File: src/rtl/mem_arbiter.sv
// Shares one memory port between instruction fetch (I) and load/store (D), one transaction in
// flight, with a response watchdog. Define ARB_ROUND_ROBIN_EN for alternating grants on contention.
module mem_arbiter #(
    parameter int unsigned ADDR_W  = 32,
    parameter int unsigned DATA_W  = 32,
    parameter int unsigned TIMEOUT = 255
) (
    input  logic              clk,
    input  logic              rst,
    input  logic              i_req_valid,
    output logic              i_req_ready,
    input  logic [ADDR_W-1:0] i_addr,
    output logic              i_resp_valid,
    output logic [DATA_W-1:0] i_rdata,
    input  logic              d_req_valid,
    output logic              d_req_ready,
    input  logic [ADDR_W-1:0] d_addr,
    input  logic [DATA_W-1:0] d_wdata,
    input  logic [7:0]        d_wmask,
    input  logic              d_wen,
    output logic              d_resp_valid,
    output logic [DATA_W-1:0] d_rdata,
    output logic              m_req_valid,
    input  logic              m_req_ready,
    output logic [ADDR_W-1:0] m_addr,
    output logic [DATA_W-1:0] m_wdata,
    output logic [7:0]        m_wmask,
    output logic              m_wen,
    input  logic              m_resp_valid,
    input  logic [DATA_W-1:0] m_rdata,
    output logic              resp_err,
    output logic              busy
);

    typedef enum logic [1:0] {StIdle, StReq, StResp} state_e;

    // Counter is cleared on entry to RESP, so the last waiting cycle sees TIMEOUT-1.
    localparam logic [7:0] TimeoutLast = 8'(TIMEOUT - 1);

    state_e            state_q, state_d;
    logic              owner_q, owner_d;  // 1 = D, 0 = I
    logic [ADDR_W-1:0] addr_q, addr_d;
    logic [DATA_W-1:0] wdata_q, wdata_d;
    logic [7:0]        wmask_q, wmask_d;
    logic              wen_q, wen_d;
    logic [7:0]        cnt_q, cnt_d;
    logic              win_i, win_d;
    logic              timeout_hit, resp_fire;

`ifdef ARB_ROUND_ROBIN_EN
    logic last_grant_q, last_grant_d;  // 1 = D

    always_comb begin
        win_i = 1'b0;
        win_d = 1'b0;
        if (state_q == StIdle) begin
            if (i_req_valid && d_req_valid) begin
                win_d = ~last_grant_q;
                win_i = last_grant_q;
            end else begin
                win_d = d_req_valid;
                win_i = i_req_valid;
            end
        end
        last_grant_d = last_grant_q;
        if (win_d) begin
            last_grant_d = 1'b1;
        end else if (win_i) begin
            last_grant_d = 1'b0;
        end
    end

    always_ff @(posedge clk or negedge rst) begin
        if (!rst) begin
            last_grant_q <= 1'b1;
        end else begin
            last_grant_q <= last_grant_d;
        end
    end
`else
    always_comb begin
        win_d = (state_q == StIdle) && d_req_valid;
        win_i = (state_q == StIdle) && i_req_valid && !d_req_valid;
    end
`endif

    always_comb begin
        timeout_hit = (state_q == StResp) && !m_resp_valid && (cnt_q == TimeoutLast);
        resp_fire   = (state_q == StResp) && (m_resp_valid || timeout_hit);

        state_d = state_q;
        owner_d = owner_q;
        addr_d  = addr_q;
        wdata_d = wdata_q;
        wmask_d = wmask_q;
        wen_d   = wen_q;
        cnt_d   = cnt_q;

        unique case (state_q)
            StIdle: begin
                if (win_d) begin
                    owner_d = 1'b1;
                    addr_d  = d_addr;
                    wdata_d = d_wdata;
                    wmask_d = d_wmask;
                    wen_d   = d_wen;
                    state_d = StReq;
                end else if (win_i) begin
                    owner_d = 1'b0;
                    addr_d  = i_addr;
                    wdata_d = '0;
                    wmask_d = '0;
                    wen_d   = 1'b0;
                    state_d = StReq;
                end
            end
            StReq: begin
                if (m_req_ready) begin
                    cnt_d   = '0;
                    state_d = StResp;
                end
            end
            StResp: begin
                cnt_d = cnt_q + 8'd1;
                if (resp_fire) begin
                    state_d = StIdle;
                end
            end
            default: state_d = StIdle;
        endcase
    end

    always_ff @(posedge clk or negedge rst) begin
        if (!rst) begin
            state_q <= StIdle;
            owner_q <= 1'b0;
            addr_q  <= '0;
            wdata_q <= '0;
            wmask_q <= '0;
            wen_q   <= 1'b0;
            cnt_q   <= '0;
        end else begin
            state_q <= state_d;
            owner_q <= owner_d;
            addr_q  <= addr_d;
            wdata_q <= wdata_d;
            wmask_q <= wmask_d;
            wen_q   <= wen_d;
            cnt_q   <= cnt_d;
        end
    end

    always_comb begin
        i_req_ready  = win_i;
        d_req_ready  = win_d;
        m_req_valid  = (state_q == StReq);
        m_addr       = addr_q;
        m_wdata      = wdata_q;
        m_wmask      = wmask_q;
        m_wen        = wen_q;
        i_resp_valid = resp_fire && !owner_q;
        d_resp_valid = resp_fire && owner_q;
        // Timeout completions return zero data.
        i_rdata      = (i_resp_valid && m_resp_valid) ? m_rdata : '0;
        d_rdata      = (d_resp_valid && m_resp_valid) ? m_rdata : '0;
        resp_err     = resp_fire && !m_resp_valid;
        busy         = (state_q != StIdle);
    end

endmodule

File: config.mk
export PLATFORM = sky130hd
export DESIGN_NAME = mem_arbiter
export DESIGN_NICKNAME = d
export VERILOG_FILES = /design/src/rtl/mem_arbiter.sv
export SDC_FILE = /design/constraint.sdc
export NUM_CORES = 1
export LEC_CHECK = 0
export BUFFER_PORTS_ARGS = -buffer_cell sky130_fd_sc_hd__buf_2
export CORE_AREA = 3 3 112 114
export CTS_CLUSTER_SIZE = 10
export DETAILED_ROUTE_END_ITERATION = 12
export DIE_AREA = 0 0 115 117
export GPL_TIMING_DRIVEN = 0
export PLACE_DENSITY_LB_ADDON = 0.12
export SETUP_SLACK_MARGIN = 0.1
export SKIP_CTS_REPAIR_TIMING = 1
export SLEW_MARGIN = 20
export SYNTH_ARGS = -nofsm -noshare
export SYNTH_HDL_FRONTEND = slang
export SYNTH_SLANG_ARGS = --single-unit
File: constraint.sdc
create_clock -name clk -period 1.9 [get_ports clk]
set_input_delay 0.285 -clock clk [delete_from_list [all_inputs] [get_ports clk]]
set_output_delay 0.285 -clock clk [all_outputs]
set_load 0.02 [all_outputs]
==> results.toml <==
[synthesis]
syn_area_per_cell_sq_um = 12.1
synthCells = 337
yosysUniqueCellTypes = 34
synth_warnings = 0
mappedNetlistArea_sq_mm = 0.00409
ys_ff_latch = 84
synth_nets = 482
seq_area_frac_synth_pct = 51.4

[routing]
drtPass1Iterations = 4
wl_mm = 15.2
drtIter0Drc = 152
ant_nets = 0
vias = 4041
via_per_inst = 4.92
wl_per_cell_um = 18.5
drcViolationCount = 0

[global_routing]
grt_pass1_vias = 3864
antenna_found_initial = 0
grt_pass1_wl_mm = 19.6
grt-ovfl-total = 0
grt_max_degree = 58
track_usage_pct = 19.0

[worst_setup_path]
cp-end-kind = "output port"
worst-setup-path-type = "flip-flop to output port"
crit_fanout = 8
timing.rr.end = "m_addr[28]"
rrSetupSlack_ns = -0.06
critPathLaunchType = "flip-flop"
worstSetupStartpoint = "state_q[0]"
reg2reg_depth = 8
critPathArrivalTime_ns = 1.83
r2r_start = "state_q[0]"
cp-endpoint = "i_rdata[17]"
critPathRequiredTime_ns = 1.62

[sta]
hold_viol = 0
skew_ns = 0.00466
slew_viol_final = 0
layout_setup_ws_ns = -0.213
worstMarginPinSlew_ns = 0.402
fmax_mhz = 473
rsz0062_at_grt = "true"
setup_viol = 67
fin_hold_ws_ns = 0.145
period_needed_ns = 2.11
fin_tns_setup_ns = -9.31
period_share_pct = 111
relSlewSlack_pct = 73.2

[finish]
area_delta_synth_final_pct = 75.5
nNetsFinal = 819
fillerInstances = 950
antenna_cells = 0
layout-drive-gt1-share_pct = 73.2

[cts]
numCtsBuffers = 9
clkSinkCount = 84
cts_tree = "built"
insertion_delay_ns = 0.33
cts_root_buf = "clkbuf_16"
path_clk_slew_ns = 0.06
clockBufferDepth = 2
htreeDepth = 3

[placed_design]
port_buffers = 286
dp_hpwl_mm = 10.8
routabilityCongestion = 0.845

[power_and_ir_drop]
switching_share_pct = 38.6
seqPwrFrac_pct = 29.2
clkPwrFrac_pct = 17.3
powerDensity_mw_per_mm2 = 1430
cell_internal_pwr_w = 0.00630
p_switching_w = 0.00396
leakage_nw = 3.77
power_frac_comb_pct = 53.4
ir_drop_mv = 0.552

[status]
outcome = "finished with violations"
failed_checks = "negative setup slack"

[floorplan]
initial_core_util_pct = 35.5
die_w_um = 115
fp.dieArea_sq_mm = 0.0135
die_y_um = 117
core_area_sq_mm = 0.0115
rows = 39
io_pins = 287

[run]
drv_cap = 0

[min_path]
hold_path.class = "input pin to flip-flop"
## logic make-up (layout without fill, tap and decap cells)
group | Yosys count | in the layout | share of synthesized area, %
AO/OA/AOI/OAI | 63 | 63 | 12.5
buffers and inverters | 29 | 370 | 3.40
AND/OR/NAND/NOR | 93 | 93 | 13.9
XOR/XNOR | 1 | 1 | 0.214
multiplexers | 65 | 65 | 17.9
flip-flops | 84 | 84 | 51.4
adder cells (fa/ha/maj) | 2 | 2 | 0.612
## how the worst min path moves through the flow
stage	from	end	slack [ns]	cells after the start
2_1_floorplan	rst	cnt_q[0]	-0.01	0
3_5_place_dp	rst	m_wen	0.24	1
6_report	m_req_ready	state_q[0]	0.14	2
4_1_cts	rst	m_wen	-0.12	1
5_1_grt	m_req_ready	state_q[0]	0.14	2
3_3_place_gp	m_wdata[28]	m_wdata[28]	0.48	1
## layout make-up
type | count | area, sq um | area share [%]
clock buffer | 12 | 256 | 3.58
inverter | 3 | 11.3 | 0.157
multi-input combinational | 224 | 2080 | 29.0
timing repair buffer | 327 | 2260 | 31.5
clock inverter | 3 | 46.3 | 0.646
tap | 143 | 179 | 2.50
sequential | 84 | 2100 | 29.3
buffer | 25 | 231 | 3.23
## power by group through the flow
stage | clock network, W | logic (W) | registers (W)
2_1_floorplan | 0 | 0.00206 | 0.00388
3_3_place_gp | 0 | 0.00452 | 0.00297
3_5_place_dp | 0 | 0.00457 | 0.00301
4_1_cts | 0.00182 | 0.00458 | 0.00299
5_1_grt | 0.00189 | 0.00586 | 0.00309
6_report | 0.00178 | 0.00548 | 0.00300
## metrics by stage
| step | cells | setup slack, ns | utilization [%] | power (W) | instance area (sq um) |
|---|---|---|---|---|---|
| detailed placement | 767 | -0.183 | 49.7 | 0.00758 | 5730 |
| CTS | 782 | -0.556 | 52.4 | 0.00939 | 6030 |
| floorplan | 337 | 0.161 | - | 0.00594 | 4090 |
| global placement | 766 | -0.179 | 49.5 | 0.00749 | 5700 |
| global route | 821 | -0.289 | 62.3 | 0.0108 | 7170 |
| finish | 821 | -0.213 | 62.3 | 0.0103 | 7170 |
## synthesized netlist by cell type
| library cell | n | share of area (%) |
|---|---|---|
| a21oi_1 | 7 | 0.86 |
| nor2b_1 | 2 | 0.31 |
| or4_1 | 1 | 0.18 |
| inv_1 | 3 | 0.28 |
| buf_1 | 3 | 0.28 |
| a311oi_1 | 3 | 0.64 |
| dfrtp_1 | 84 | 51 |
| nor2_1 | 4 | 0.37 |
| nand2_1 | 4 | 0.37 |
| and3_1 | 4 | 0.61 |
| a31o_2 | 1 | 0.21 |
| clkbuf_1 | 8 | 0.73 |
| mux2_2 | 57 | 16 |
| a22o_1 | 42 | 9.0 |
| xnor2_1 | 1 | 0.21 |
| a21o_1 | 2 | 0.37 |
| and2_1 | 66 | 10 |
| nand4_1 | 2 | 0.31 |
| ha_1 | 2 | 0.61 |
| buf_4 | 2 | 0.37 |
| nor3b_2 | 2 | 0.61 |
| o31ai_1 | 1 | 0.18 |
| buf_2 | 12 | 1.5 |
| a31oi_1 | 2 | 0.31 |
| nand2b_1 | 2 | 0.31 |
| o21ai_1 | 1 | 0.12 |
| a41oi_1 | 2 | 0.43 |
| nand3_1 | 2 | 0.24 |
| mux2_1 | 8 | 2.2 |
| nor3_1 | 3 | 0.37 |
| o211ai_1 | 1 | 0.18 |
| nor2_2 | 1 | 0.15 |
| buf_6 | 1 | 0.28 |
| a211oi_1 | 1 | 0.18 |
## critical path, stage by stage, from the launching register on
cell      delay [ns]
dfrtp_2         0.43
buf_6           0.13
nand2b_4        0.15
nor3b_4         0.20
buf_6           0.18
buf_6           0.13
and2_4          0.15
buf_6           0.11
## placed cells by master (no fill, tap or decap), drive strengths merged, types with 2 or more instances in the layout
cell / n
nor3: 3
and2: 66
a22o: 42
a21oi: 7
nor2: 5
a311oi: 3
clkbuf: 18
nand3: 2
ha: 2
nand2: 4
nor3b: 2
a31oi: 2
and3: 4
nor2b: 2
buf: 345
dfrtp: 84
a41oi: 2
a21o: 2
inv: 3
mux2: 65
nand4: 2
nand2b: 2
## registers in the layout, indices dropped and copies added (netlist names)
name and flops:
cnt_q 8, m_wmask 8, m_wdata 32, m_addr 32, state_q 2, owner_q 1
m_wen 1
## metal layers
metal  vias to the layer above  routed length (um)  global-route usage (%)
met3                        25                1160                    4.94
li1                       1881                   -                       -
met1                      1951                5490                    20.2
met2                       184                8110                    36.3
met4                         0                 407                    6.34
met5                         -                   0                       0
Power figures use the tool's default switching activity.
